===== src/rtl/track_scan_sequencer_if.sv =====
// Host, trigger and status signals of track_scan_sequencer; slave = sequencer, master = host/trigger side.
// Pure wiring bundle, no logic.
interface track_scan_sequencer_if #(
  parameter int TRK_W = 32
);
  logic             scan_start_i;
  logic             scan_abort_i;
  logic [TRK_W-1:0] cfg_track_num_i;
  logic [31:0]      cfg_timeout_i;
  logic             track_trigger_i;
  logic [TRK_W-1:0] track_index_i;
  logic             pmt_start_en_o;
  logic             scan_busy_o;
  logic             track_valid_o;
  logic [TRK_W-1:0] track_cnt_o;
  logic             scan_done_o;
  logic             scan_err_o;
  logic [1:0]       err_code_o;
  logic [2:0]       state_o;

  modport slave (
    input  scan_start_i, scan_abort_i, cfg_track_num_i, cfg_timeout_i,
           track_trigger_i, track_index_i,
    output pmt_start_en_o, scan_busy_o, track_valid_o, track_cnt_o,
           scan_done_o, scan_err_o, err_code_o, state_o
  );

  modport master (
    output scan_start_i, scan_abort_i, cfg_track_num_i, cfg_timeout_i,
           track_trigger_i, track_index_i,
    input  pmt_start_en_o, scan_busy_o, track_valid_o, track_cnt_o,
           scan_done_o, scan_err_o, err_code_o, state_o
  );
endinterface


===== src/rtl/track_scan_sequencer.sv =====
// Sequences one multi-track scan around track_zero_trigger (arm, count triggers, guard gap, done).
// Outputs registered, 1-cycle response, no backpressure; SCAN_TIMEOUT_EN adds an inter-trigger watchdog.
module track_scan_sequencer #(
  parameter int TRK_W     = 32,
  parameter int ARM_CYC   = 4,
  parameter int GUARD_CYC = 8
) (
  input  logic                 clk_i,
  input  logic                 rst_n_i,
  track_scan_sequencer_if.slave bus
);
  typedef enum logic [2:0] {
    S_IDLE  = 3'd0,
    S_ARM   = 3'd1,
    S_RUN   = 3'd2,
    S_GUARD = 3'd3,
    S_DONE  = 3'd4
  } state_t;

  localparam logic [7:0] ARM_LAST   = 8'(ARM_CYC - 1);
  localparam logic [7:0] GUARD_LAST = 8'(GUARD_CYC - 1);

  localparam logic [1:0] ERR_TIMEOUT  = 2'd1;
  localparam logic [1:0] ERR_MISMATCH = 2'd2;
  localparam logic [1:0] ERR_ABORT    = 2'd3;

  logic [1:0]       r_rst_sync;
  logic             w_rst_n;
  state_t           r_state, w_state_nxt;
  logic [7:0]       r_phase, w_phase_nxt;
  logic [TRK_W-1:0] r_track_cnt, w_cnt_nxt, w_cnt_inc;
  logic [TRK_W-1:0] r_track_num, w_num_nxt;
  logic             r_valid, w_valid_nxt;
  logic             r_err, w_err_nxt;
  logic [1:0]       r_code, w_code_nxt;
  logic             w_err_hit;
  logic [1:0]       w_code_hit;
  logic             r_en, r_busy, r_done;
`ifdef SCAN_TIMEOUT_EN
  logic [31:0]      r_timeout, w_timeout_nxt;
  logic [31:0]      r_wdog, w_wdog_nxt;
`else
  logic             w_unused_timeout;
  assign w_unused_timeout = ^bus.cfg_timeout_i;
`endif

  // Reset asserts asynchronously but releases two clocks later, in step with clk_i.
  always_ff @(posedge clk_i or negedge rst_n_i) begin
    if (!rst_n_i) r_rst_sync <= 2'b00;
    else          r_rst_sync <= {r_rst_sync[0], 1'b1};
  end
  assign w_rst_n = r_rst_sync[1];

  always_ff @(posedge clk_i or negedge w_rst_n) begin
    if (!w_rst_n) begin
      r_state     <= S_IDLE;
      r_phase     <= '0;
      r_track_cnt <= '0;
      r_track_num <= '0;
      r_valid     <= 1'b0;
      r_err       <= 1'b0;
      r_code      <= 2'd0;
      r_en        <= 1'b0;
      r_busy      <= 1'b0;
      r_done      <= 1'b0;
`ifdef SCAN_TIMEOUT_EN
      r_timeout   <= '0;
      r_wdog      <= '0;
`endif
    end else begin
      r_state     <= w_state_nxt;
      r_phase     <= w_phase_nxt;
      r_track_cnt <= w_cnt_nxt;
      r_track_num <= w_num_nxt;
      r_valid     <= w_valid_nxt;
      r_err       <= w_err_nxt;
      r_code      <= w_code_nxt;
      r_en        <= (w_state_nxt == S_ARM) || (w_state_nxt == S_RUN);
      r_busy      <= (w_state_nxt == S_ARM) || (w_state_nxt == S_RUN) || (w_state_nxt == S_GUARD);
      r_done      <= (w_state_nxt == S_DONE);
`ifdef SCAN_TIMEOUT_EN
      r_timeout   <= w_timeout_nxt;
      r_wdog      <= w_wdog_nxt;
`endif
    end
  end

  always_comb begin
    w_state_nxt = r_state;
    w_cnt_nxt   = r_track_cnt;
    w_num_nxt   = r_track_num;
    w_valid_nxt = 1'b0;
    w_err_nxt   = r_err;
    w_code_nxt  = r_code;
    w_err_hit   = 1'b0;
    w_code_hit  = 2'd0;
    w_cnt_inc   = (&r_track_cnt) ? r_track_cnt : r_track_cnt + TRK_W'(1);
`ifdef SCAN_TIMEOUT_EN
    w_timeout_nxt = r_timeout;
    w_wdog_nxt    = '0;
`endif
    case (r_state)
      S_IDLE: begin
        if (bus.scan_start_i) begin
          w_state_nxt = S_ARM;
          w_num_nxt   = bus.cfg_track_num_i;
          w_cnt_nxt   = '0;
          w_err_nxt   = 1'b0;
          w_code_nxt  = 2'd0;
`ifdef SCAN_TIMEOUT_EN
          w_timeout_nxt = bus.cfg_timeout_i;
`endif
        end
      end
      S_ARM: begin
        if (bus.scan_abort_i) begin
          w_err_hit  = 1'b1;
          w_code_hit = ERR_ABORT;
        end else if (r_phase == ARM_LAST) begin
          w_state_nxt = S_RUN;
        end
      end
      S_RUN: begin
        // A trigger is always counted; mismatch, abort and timeout then rank in that order.
        if (bus.track_trigger_i) begin
          w_valid_nxt = 1'b1;
          w_cnt_nxt   = w_cnt_inc;
          if (bus.track_index_i != r_track_cnt) begin
            w_err_hit  = 1'b1;
            w_code_hit = ERR_MISMATCH;
          end else if ((r_track_num != '0) && (w_cnt_inc == r_track_num)) begin
            w_state_nxt = S_GUARD;
          end
        end
        if (!w_err_hit && bus.scan_abort_i) begin
          w_err_hit  = 1'b1;
          w_code_hit = ERR_ABORT;
        end
`ifdef SCAN_TIMEOUT_EN
        if (!bus.track_trigger_i) begin
          w_wdog_nxt = r_wdog + 32'd1;
          if (!w_err_hit && (r_timeout != '0) && (r_wdog == r_timeout - 32'd1)) begin
            w_err_hit  = 1'b1;
            w_code_hit = ERR_TIMEOUT;
          end
        end
`endif
      end
      S_GUARD: begin
        if (r_phase == GUARD_LAST) w_state_nxt = r_err ? S_IDLE : S_DONE;
      end
      S_DONE:  w_state_nxt = S_IDLE;
      default: w_state_nxt = S_IDLE;
    endcase
    if (w_err_hit) begin
      w_state_nxt = S_GUARD;
      w_err_nxt   = 1'b1;
      if (!r_err) w_code_nxt = w_code_hit;
    end
    w_phase_nxt = (w_state_nxt != r_state) ? 8'd0 : r_phase + 8'd1;
  end

  assign bus.pmt_start_en_o = r_en;
  assign bus.scan_busy_o    = r_busy;
  assign bus.track_valid_o  = r_valid;
  assign bus.track_cnt_o    = r_track_cnt;
  assign bus.scan_done_o    = r_done;
  assign bus.scan_err_o     = r_err;
  assign bus.err_code_o     = r_code;
  assign bus.state_o        = r_state;
endmodule


===== src/flat_wrapper.sv =====
// flat-port wrapper written by rule: the top's interface ports become plain ports
module track_scan_sequencer_flat 
#(
  parameter int TRK_W     = 32,
  parameter int ARM_CYC   = 4,
  parameter int GUARD_CYC = 8
)
  (clk_i, rst_n_i, bus_scan_start_i, bus_scan_abort_i, bus_cfg_track_num_i, bus_cfg_timeout_i, bus_track_trigger_i, bus_track_index_i, bus_pmt_start_en_o, bus_scan_busy_o, bus_track_valid_o, bus_track_cnt_o, bus_scan_done_o, bus_scan_err_o, bus_err_code_o, bus_state_o);
  track_scan_sequencer_if #(.TRK_W(TRK_W)) bus_i ();
  input  logic clk_i;
  input  logic rst_n_i;
  input wire logic [$bits(bus_i.scan_start_i)-1:0] bus_scan_start_i;
  input wire logic [$bits(bus_i.scan_abort_i)-1:0] bus_scan_abort_i;
  input wire logic [$bits(bus_i.cfg_track_num_i)-1:0] bus_cfg_track_num_i;
  input wire logic [$bits(bus_i.cfg_timeout_i)-1:0] bus_cfg_timeout_i;
  input wire logic [$bits(bus_i.track_trigger_i)-1:0] bus_track_trigger_i;
  input wire logic [$bits(bus_i.track_index_i)-1:0] bus_track_index_i;
  output wire logic [$bits(bus_i.pmt_start_en_o)-1:0] bus_pmt_start_en_o;
  output wire logic [$bits(bus_i.scan_busy_o)-1:0] bus_scan_busy_o;
  output wire logic [$bits(bus_i.track_valid_o)-1:0] bus_track_valid_o;
  output wire logic [$bits(bus_i.track_cnt_o)-1:0] bus_track_cnt_o;
  output wire logic [$bits(bus_i.scan_done_o)-1:0] bus_scan_done_o;
  output wire logic [$bits(bus_i.scan_err_o)-1:0] bus_scan_err_o;
  output wire logic [$bits(bus_i.err_code_o)-1:0] bus_err_code_o;
  output wire logic [$bits(bus_i.state_o)-1:0] bus_state_o;
  assign bus_i.scan_start_i = bus_scan_start_i;
  assign bus_i.scan_abort_i = bus_scan_abort_i;
  assign bus_i.cfg_track_num_i = bus_cfg_track_num_i;
  assign bus_i.cfg_timeout_i = bus_cfg_timeout_i;
  assign bus_i.track_trigger_i = bus_track_trigger_i;
  assign bus_i.track_index_i = bus_track_index_i;
  assign bus_pmt_start_en_o = bus_i.pmt_start_en_o;
  assign bus_scan_busy_o = bus_i.scan_busy_o;
  assign bus_track_valid_o = bus_i.track_valid_o;
  assign bus_track_cnt_o = bus_i.track_cnt_o;
  assign bus_scan_done_o = bus_i.scan_done_o;
  assign bus_scan_err_o = bus_i.scan_err_o;
  assign bus_err_code_o = bus_i.err_code_o;
  assign bus_state_o = bus_i.state_o;
  track_scan_sequencer #(.TRK_W(TRK_W), .ARM_CYC(ARM_CYC), .GUARD_CYC(GUARD_CYC)) u_core (.clk_i(clk_i), .rst_n_i(rst_n_i), .bus(bus_i));
endmodule

===== config.mk =====
export PLATFORM = sky130hd
export DESIGN_NAME = track_scan_sequencer_flat
export DESIGN_NICKNAME = d
export VERILOG_FILES = /design/src/rtl/track_scan_sequencer_if.sv /design/src/rtl/track_scan_sequencer.sv /design/src/flat_wrapper.sv
export SDC_FILE = /design/constraint.sdc
export NUM_CORES = 1
export LEC_CHECK = 0
export ABC_AREA = 1
export ABC_CLOCK_PERIOD_IN_PS = 3900
export CAP_MARGIN = 20
export CORE_MARGIN = 2
export CORE_UTILIZATION = 28
export CTS_CLUSTER_DIAMETER = 200
export CTS_CLUSTER_SIZE = 8
export DETAILED_ROUTE_END_ITERATION = 16
export GPL_ROUTABILITY_DRIVEN = 0
export PLACE_DENSITY = 0.49
export SLEW_MARGIN = 20
export SYNTH_ARGS = -nofsm -noshare
export SYNTH_HDL_FRONTEND = slang
export SYNTH_SLANG_ARGS = --single-unit

===== constraint.sdc =====
create_clock -name clk_i -period 3.9 [get_ports clk_i]
set_clock_uncertainty 0.15 [all_clocks]
set_input_delay 0.78 -clock clk_i [delete_from_list [all_inputs] [get_ports clk_i]]
set_output_delay 0.78 -clock clk_i [all_outputs]
set_load 0.1 [all_outputs]

# After elaboration in Yosys (flattened, before gate mapping)
# Index checks and enable logic that the tools add are counted.
# op_classes
add_sub_neg	2
n_eq_ne	14
n_mux	35
reduce_logical	14
# op_table
op	n
32-bit 2-to-1 mux	3
32-bit case mux with 2 select lines	1
32-bit by 1-bit adder with 32-bit output (second input constant)	1
32-bit == test	1
32-bit != test	1
32-bit AND reduction	1
32-bit nonzero test	1
3-bit 2-to-1 mux	9
2-bit 2-to-1 mux	8
3-bit by 2-bit == test with 1-bit output (second input constant)	4
3-bit case mux with 4 select lines	1
1-bit 2-to-1 mux	10
8-bit by 1-bit adder with 8-bit output (second input constant)	1
8-bit by 2-bit == test with 1-bit output (second input constant)	1
8-bit by 3-bit == test with 1-bit output (second input constant)	1
8-bit 2-to-1 mux	1
3-bit by 1-bit == test with 1-bit output (second input constant)	2
2-bit nonzero test	3
2-bit != test (second input constant)	2
2-bit case mux with 2 select lines	1
2-bit AND reduction	2
3-bit == test (second input constant)	1
3-bit logical NOT	1
3-bit != test	1
5 further kinds	7
# totals
regBits	84
input_bits	101
output_inout_bits	42
wordCells	76

# Logic depth before layout (Yosys ltp)
# logic_depth
depth_word	12
depth_mapped	22
depth_no_buf	21

# Worst setup path after synthesis
# No wires, ideal clock.
# synth_path
path_type	register to register
startpoint	reg u_core.r_track_cnt[1], in the netlist u_core.bus.track_cnt_o[1]
endpoint	reg u_core.r_phase[0]
setup_ns	0.070
arrival_time_ns	3.093
required_time_ns	3.680
path_slack_ns	0.588
stages_incl_launch_ff	20
n_path_buf	1
path_cell_list	dfrtp_1 ha_1 inv_2 nor2_2 nand2_4 nor2_8 nand2_4 buf_6 nand2_1 xnor2_1 nand2_1 nor2_1 nand3_1 nor2_1 nand2_1 nand3_2 nand2_2 nand2_2 nand2_4 nor2_2
# synth_between
elab_chain_len	11
word_cells_on_any_way	20
cone_classes	1 x add/sub; 3 x eq/ne; 12 x mux; 4 x reduce/logical
# synth_lines
element	line	text
start, declared	track_scan_sequencer.sv:31	logic [TRK_W-1:0] r_track_cnt, w_cnt_nxt, w_cnt_inc;
start signal, assigned	track_scan_sequencer.sv:73	r_track_cnt <= w_cnt_nxt;
32-bit by 1-bit adder with 32-bit output, or another cell as far along	track_scan_sequencer.sv:97	w_cnt_inc = (&r_track_cnt) ? r_track_cnt : r_track_cnt + TRK_W'(1);
32-bit 2-to-1 mux / 1-bit 2-to-1 mux (equally long branches)	track_scan_sequencer.sv:97, track_scan_sequencer.sv:128	
32-bit == test / 1-bit 2-to-1 mux (equally long branches)	track_scan_sequencer.sv:131, track_scan_sequencer.sv:125	
1-bit logical AND / 1-bit 2-to-1 mux (equally long branches)	track_scan_sequencer.sv:131, track_scan_sequencer.sv:102	
3-bit 2-to-1 mux / 1-bit logical NOT (equally long branches)	track_scan_sequencer.sv:131, track_scan_sequencer.sv:135	
3-bit 2-to-1 mux / 1-bit logical AND (equally long branches)	track_scan_sequencer.sv:128, track_scan_sequencer.sv:135	
3-bit 2-to-1 mux / 1-bit 2-to-1 mux (equally long branches)	track_scan_sequencer.sv:125, track_scan_sequencer.sv:135	
3-bit case mux with 4 select lines / 1-bit case mux with 2 select lines (equally long branches)	track_scan_sequencer.sv:102	case (r_state)
3-bit 2-to-1 mux *	track_scan_sequencer.sv:155	if (w_err_hit) begin
via u_core.w_state_nxt[0]	track_scan_sequencer.sv:29	state_t r_state, w_state_nxt;
3-bit != test *	track_scan_sequencer.sv:160	w_phase_nxt = (w_state_nxt != r_state) ? 8'd0 : r_phase + 8'd1;
8-bit 2-to-1 mux *	track_scan_sequencer.sv:160	
via u_core.w_phase_nxt[0]	track_scan_sequencer.sv:30	logic [7:0] r_phase, w_phase_nxt;
end signal, assigned	track_scan_sequencer.sv:72	r_phase <= w_phase_nxt;
end, declared	track_scan_sequencer.sv:30	
# Mark *: on every way through the listed nets, which the timed path passes. The rest lies on a longest branch. The select of a mux whose other input is x is not followed.
# A chain may end at the register's enable or synchronous reset.

# Final worst setup path
# layout_path
startpoint	reg u_core.r_track_cnt[10], in the netlist u_core.bus.track_cnt_o[10]
endpoint	reg u_core.r_phase[0]
# The elaborated chain is that of the path after synthesis.

==> impl_metrics.toml <==
[logic_synthesis]
synthesis.nets = 947
async_flop_share = 1.000
syn_area_um2 = 5558
syn_inst = 844
synth_top_area_share = 0.3782
synth_enable_flop_cells = 0
synth_common_cells = "320 x nand2_1, 94 x inv_1, 89 x nor2_1, 84 x dfrtp_1, 73 x nand3_1"
synth_seq_cells = 84
yosysWarnings = 0
synthFlopType = "dfrtp_1"
synth.area.top_cells = "dfrtp_1 38%, nand2_1 22%, nand3_1 6.6%, inv_1 6.3%, nor2_1 6.0%"
syn_area_per_cell_um2 = 6.585
yosysMostFrequentCell = "nand2_1"
ys_seq_area_frac = 0.3782
synth_cell_types = 32
yosys.area.top_type = "dfrtp_1"

[route]
num_vias = 5577
wl_per_cell_um = 15.14
wirelength_um = 18550
avgViaCountPerCell = 4.553
firstDrtPassIters = 6
drc = 0
drt_iter0_drc = 360
postRouteAntennaNets = 0

[power]
swShare = 0.5363
power.share.sequential = 0.272
power_density_nw_per_um2 = 803.2
peakVddDrop_mv = 0.5873
intPower_mw = 2.723
power_mw = 5.873
p_switching_mw = 3.150
p_leak_nw = 3.315
pwr-share-clk = 0.171
combPwrFrac = 0.557

[worst_hold_path]
min_path_type = "reg -> reg"
hold_path_end = "u_core.r_rst_sync[1]"
min_path_cells = 0
hold_start = "u_core.r_rst_sync[0]"

[clock_tree]
htreeDepth = 3
cts_made_buffers = 9
cts_root_buf = "clkbuf_16"
post_cts_buffers = 0
path_clk_slew_ns = 0.07
cts_tree = "yes"
hold_buffers = 0
clock-sinks = 84
cts_buffer_depth = 2
cts_resized = 0
clkLatencyLatePin_ns = 0.35

[critical_path]
worstPathArrival_ns = 3.40
crit_required_ns = 4.03
r2r_cells = 17
critPathMaxStageDelay_ns = 0.53
cp-end-kind = "flip-flop"
cp_max_fo = 8
cp_slowest_cell = "dfrtp_1"
path_cells = "nand2_1, nor2_1, nand2_1, nor2_1, xor2_1, nand2_1, nand2_1, nand4_1, nor2_1, nand2_1, nor2_1, nand2_1, nand3_2, nand2_2, nand2_2, nand2_4, nor2_2"
crit_type = "reg -> reg"
timing.rr.end = "u_core.r_phase[0]"
startpoint_type = "flip-flop"
crit_top_cell = "nand2_1"
cp.buffers_inverters = 0
r2r_start = "u_core.bus.track_cnt_o[10]"
r2r_setup_slack_ns = 0.64
critical_path.top_delay_family = "simple AND/OR/NAND/NOR gates"

[timing]
setup_viol = 0
hold_violations = 0
slew_viol_final = 0
grt_setup_unrepaired = "no"
setup_tns_ns = 0
final.min_clock_period_ns = 3.261
post-route-period-util = 0.8362
slew_headroom = 0.3424
worst_slew_pin_slew_ns = 0.9833
fmax_ghz = 0.3067

[global_route]
grt_pass1_vias = 5374
gr-total-overflow = 0
grt_pass1_wl_um = 28960
grt_max_degree = 63
grt_usage = 0.1836
antenna_found_initial = 0

[place]
post-dp-hpwl_um = 14440
io_buffers = 110

[final_layout]
synthToLayoutAreaGrowth_pct = 31.56
fillers = 2111
diodes = 0
nNetsFinal = 1058
drive_gt1_frac = 0.06563

[floorplanning]
start_util = 0.2856
placementRows = 51
dieHeight_um = 144.9
dieArea_um2 = 20990
die_w_um = 144.9
coreArea_um2 = 19460
io_pins = 143

[run]
max_cap_viol_count = 0

[run_status]
status = "finished, final reports clean"
## stage by stage
| step | instance area [µm²] | hold slack [ns] | setup WS [ns] | util | cells |
|---|---|---|---|---|---|
| after floorplan | 5558 | 0.1812 | 0.5875 | - | 844 |
| after global placement | 6970 | 0.1858 | 0.3732 | 0.3581 | 1209 |
| after detailed placement | 6970 | 0.1904 | 0.3572 | 0.3581 | 1209 |
| after CTS | 7312 | 0.2090 | 0.6789 | 0.3757 | 1225 |
| after global routing | 7312 | 0.2211 | 0.4218 | 0.3757 | 1225 |
| final | 7312 | 0.2051 | 0.6390 | 0.3757 | 1225 |
## cell families after synthesis
group,Yosys count,share of synthesized area
simple gates,535,0.4088
buf+inv,115,0.08172
flops,84,0.3782
compound gates,68,0.06461
xor+xnor,39,0.06146
fa+ha+maj,2,0.004502
other cells,1,0.0006747
## worst max path at each step
stage                          startpoint                 to  depth (start not counted)
5_1_grt         u_core.bus.track_cnt_o[1]  u_core.r_phase[6]                         19
2_1_floorplan   u_core.bus.track_cnt_o[1]  u_core.r_phase[0]                         19
3_5_place_dp        bus_track_index_i[29]  u_core.r_phase[0]                         16
3_3_place_gp        bus_track_index_i[29]  u_core.r_phase[0]                         16
4_1_cts         u_core.bus.track_cnt_o[1]  u_core.r_phase[0]                         19
6_report       u_core.bus.track_cnt_o[10]  u_core.r_phase[0]                         17
## worst register-to-register path, delay by kind of cell (launching register included)
family        cells  cell delay (ns)
flops             1             0.53
xor+xnor          1             0.36
simple gates     16             2.16
## sequential cells by signal, indices dropped and copies added, names as in the netlist, 2 cells and up
signal,flops
u_core.r_track_num,32
u_core.r_rst_sync,2
u_core.r_phase,8
u_core.bus.state_o,3
u_core.bus.track_cnt_o,32
u_core.bus.err_code_o,2
## layout by cell type, fill, tap and decap left out, types with 5 or more instances in the layout
cell             instances
buf_4                   13
clkbuf_16                9
clkdlybuf4s50_1        105
dfrtp_1                 83
inv_1                   94
nand2_1                320
nand2_2                  9
nand3_1                 73
nand4_1                 14
nor2_1                  88
nor2_2                  12
nor3_1                   5
o21ai_0                 54
o22ai_1                  8
xnor2_1                 19
xor2_1                  20
## final cells by class
| class | instances | area (µm²) | share of cell area |
|---|---|---|---|
| Sequential cell | 84 | 2106 | 0.2880 |
| Clock inverter | 6 | 112.6 | 0.01540 |
| Timing Repair Buffer | 119 | 1169 | 0.1598 |
| Tap cell | 265 | 331.6 | 0.04535 |
| Multi-Input combinational cell | 645 | 3004 | 0.4108 |
| Clock buffer | 10 | 229.0 | 0.03131 |
| Inverter | 96 | 360.3 | 0.04928 |
## power groups by stage
| stage | sequential [mW] | combinational, mW | clock, mW |
|---|---|---|---|
| floorplan | 2.66 | 1.29 | 0 |
| CTS | 1.59 | 3.29 | 1.03 |
| detailed placement | 1.61 | 3.28 | 0 |
| global route | 1.65 | 3.55 | 1.07 |
| global placement | 1.61 | 3.26 | 0 |
| finish | 1.60 | 3.27 | 1.00 |
## metal layers
metal	share of wire	vias to the layer above	track usage
li1	-	2882	-
met1	0.47	2477	0.2550
met2	0.42	186	0.2783
met3	0.067	32	0.03159
met4	0.035	0	0.08431
met5	0	-	0
Note: power is estimated with default switching activity, not from simulation.
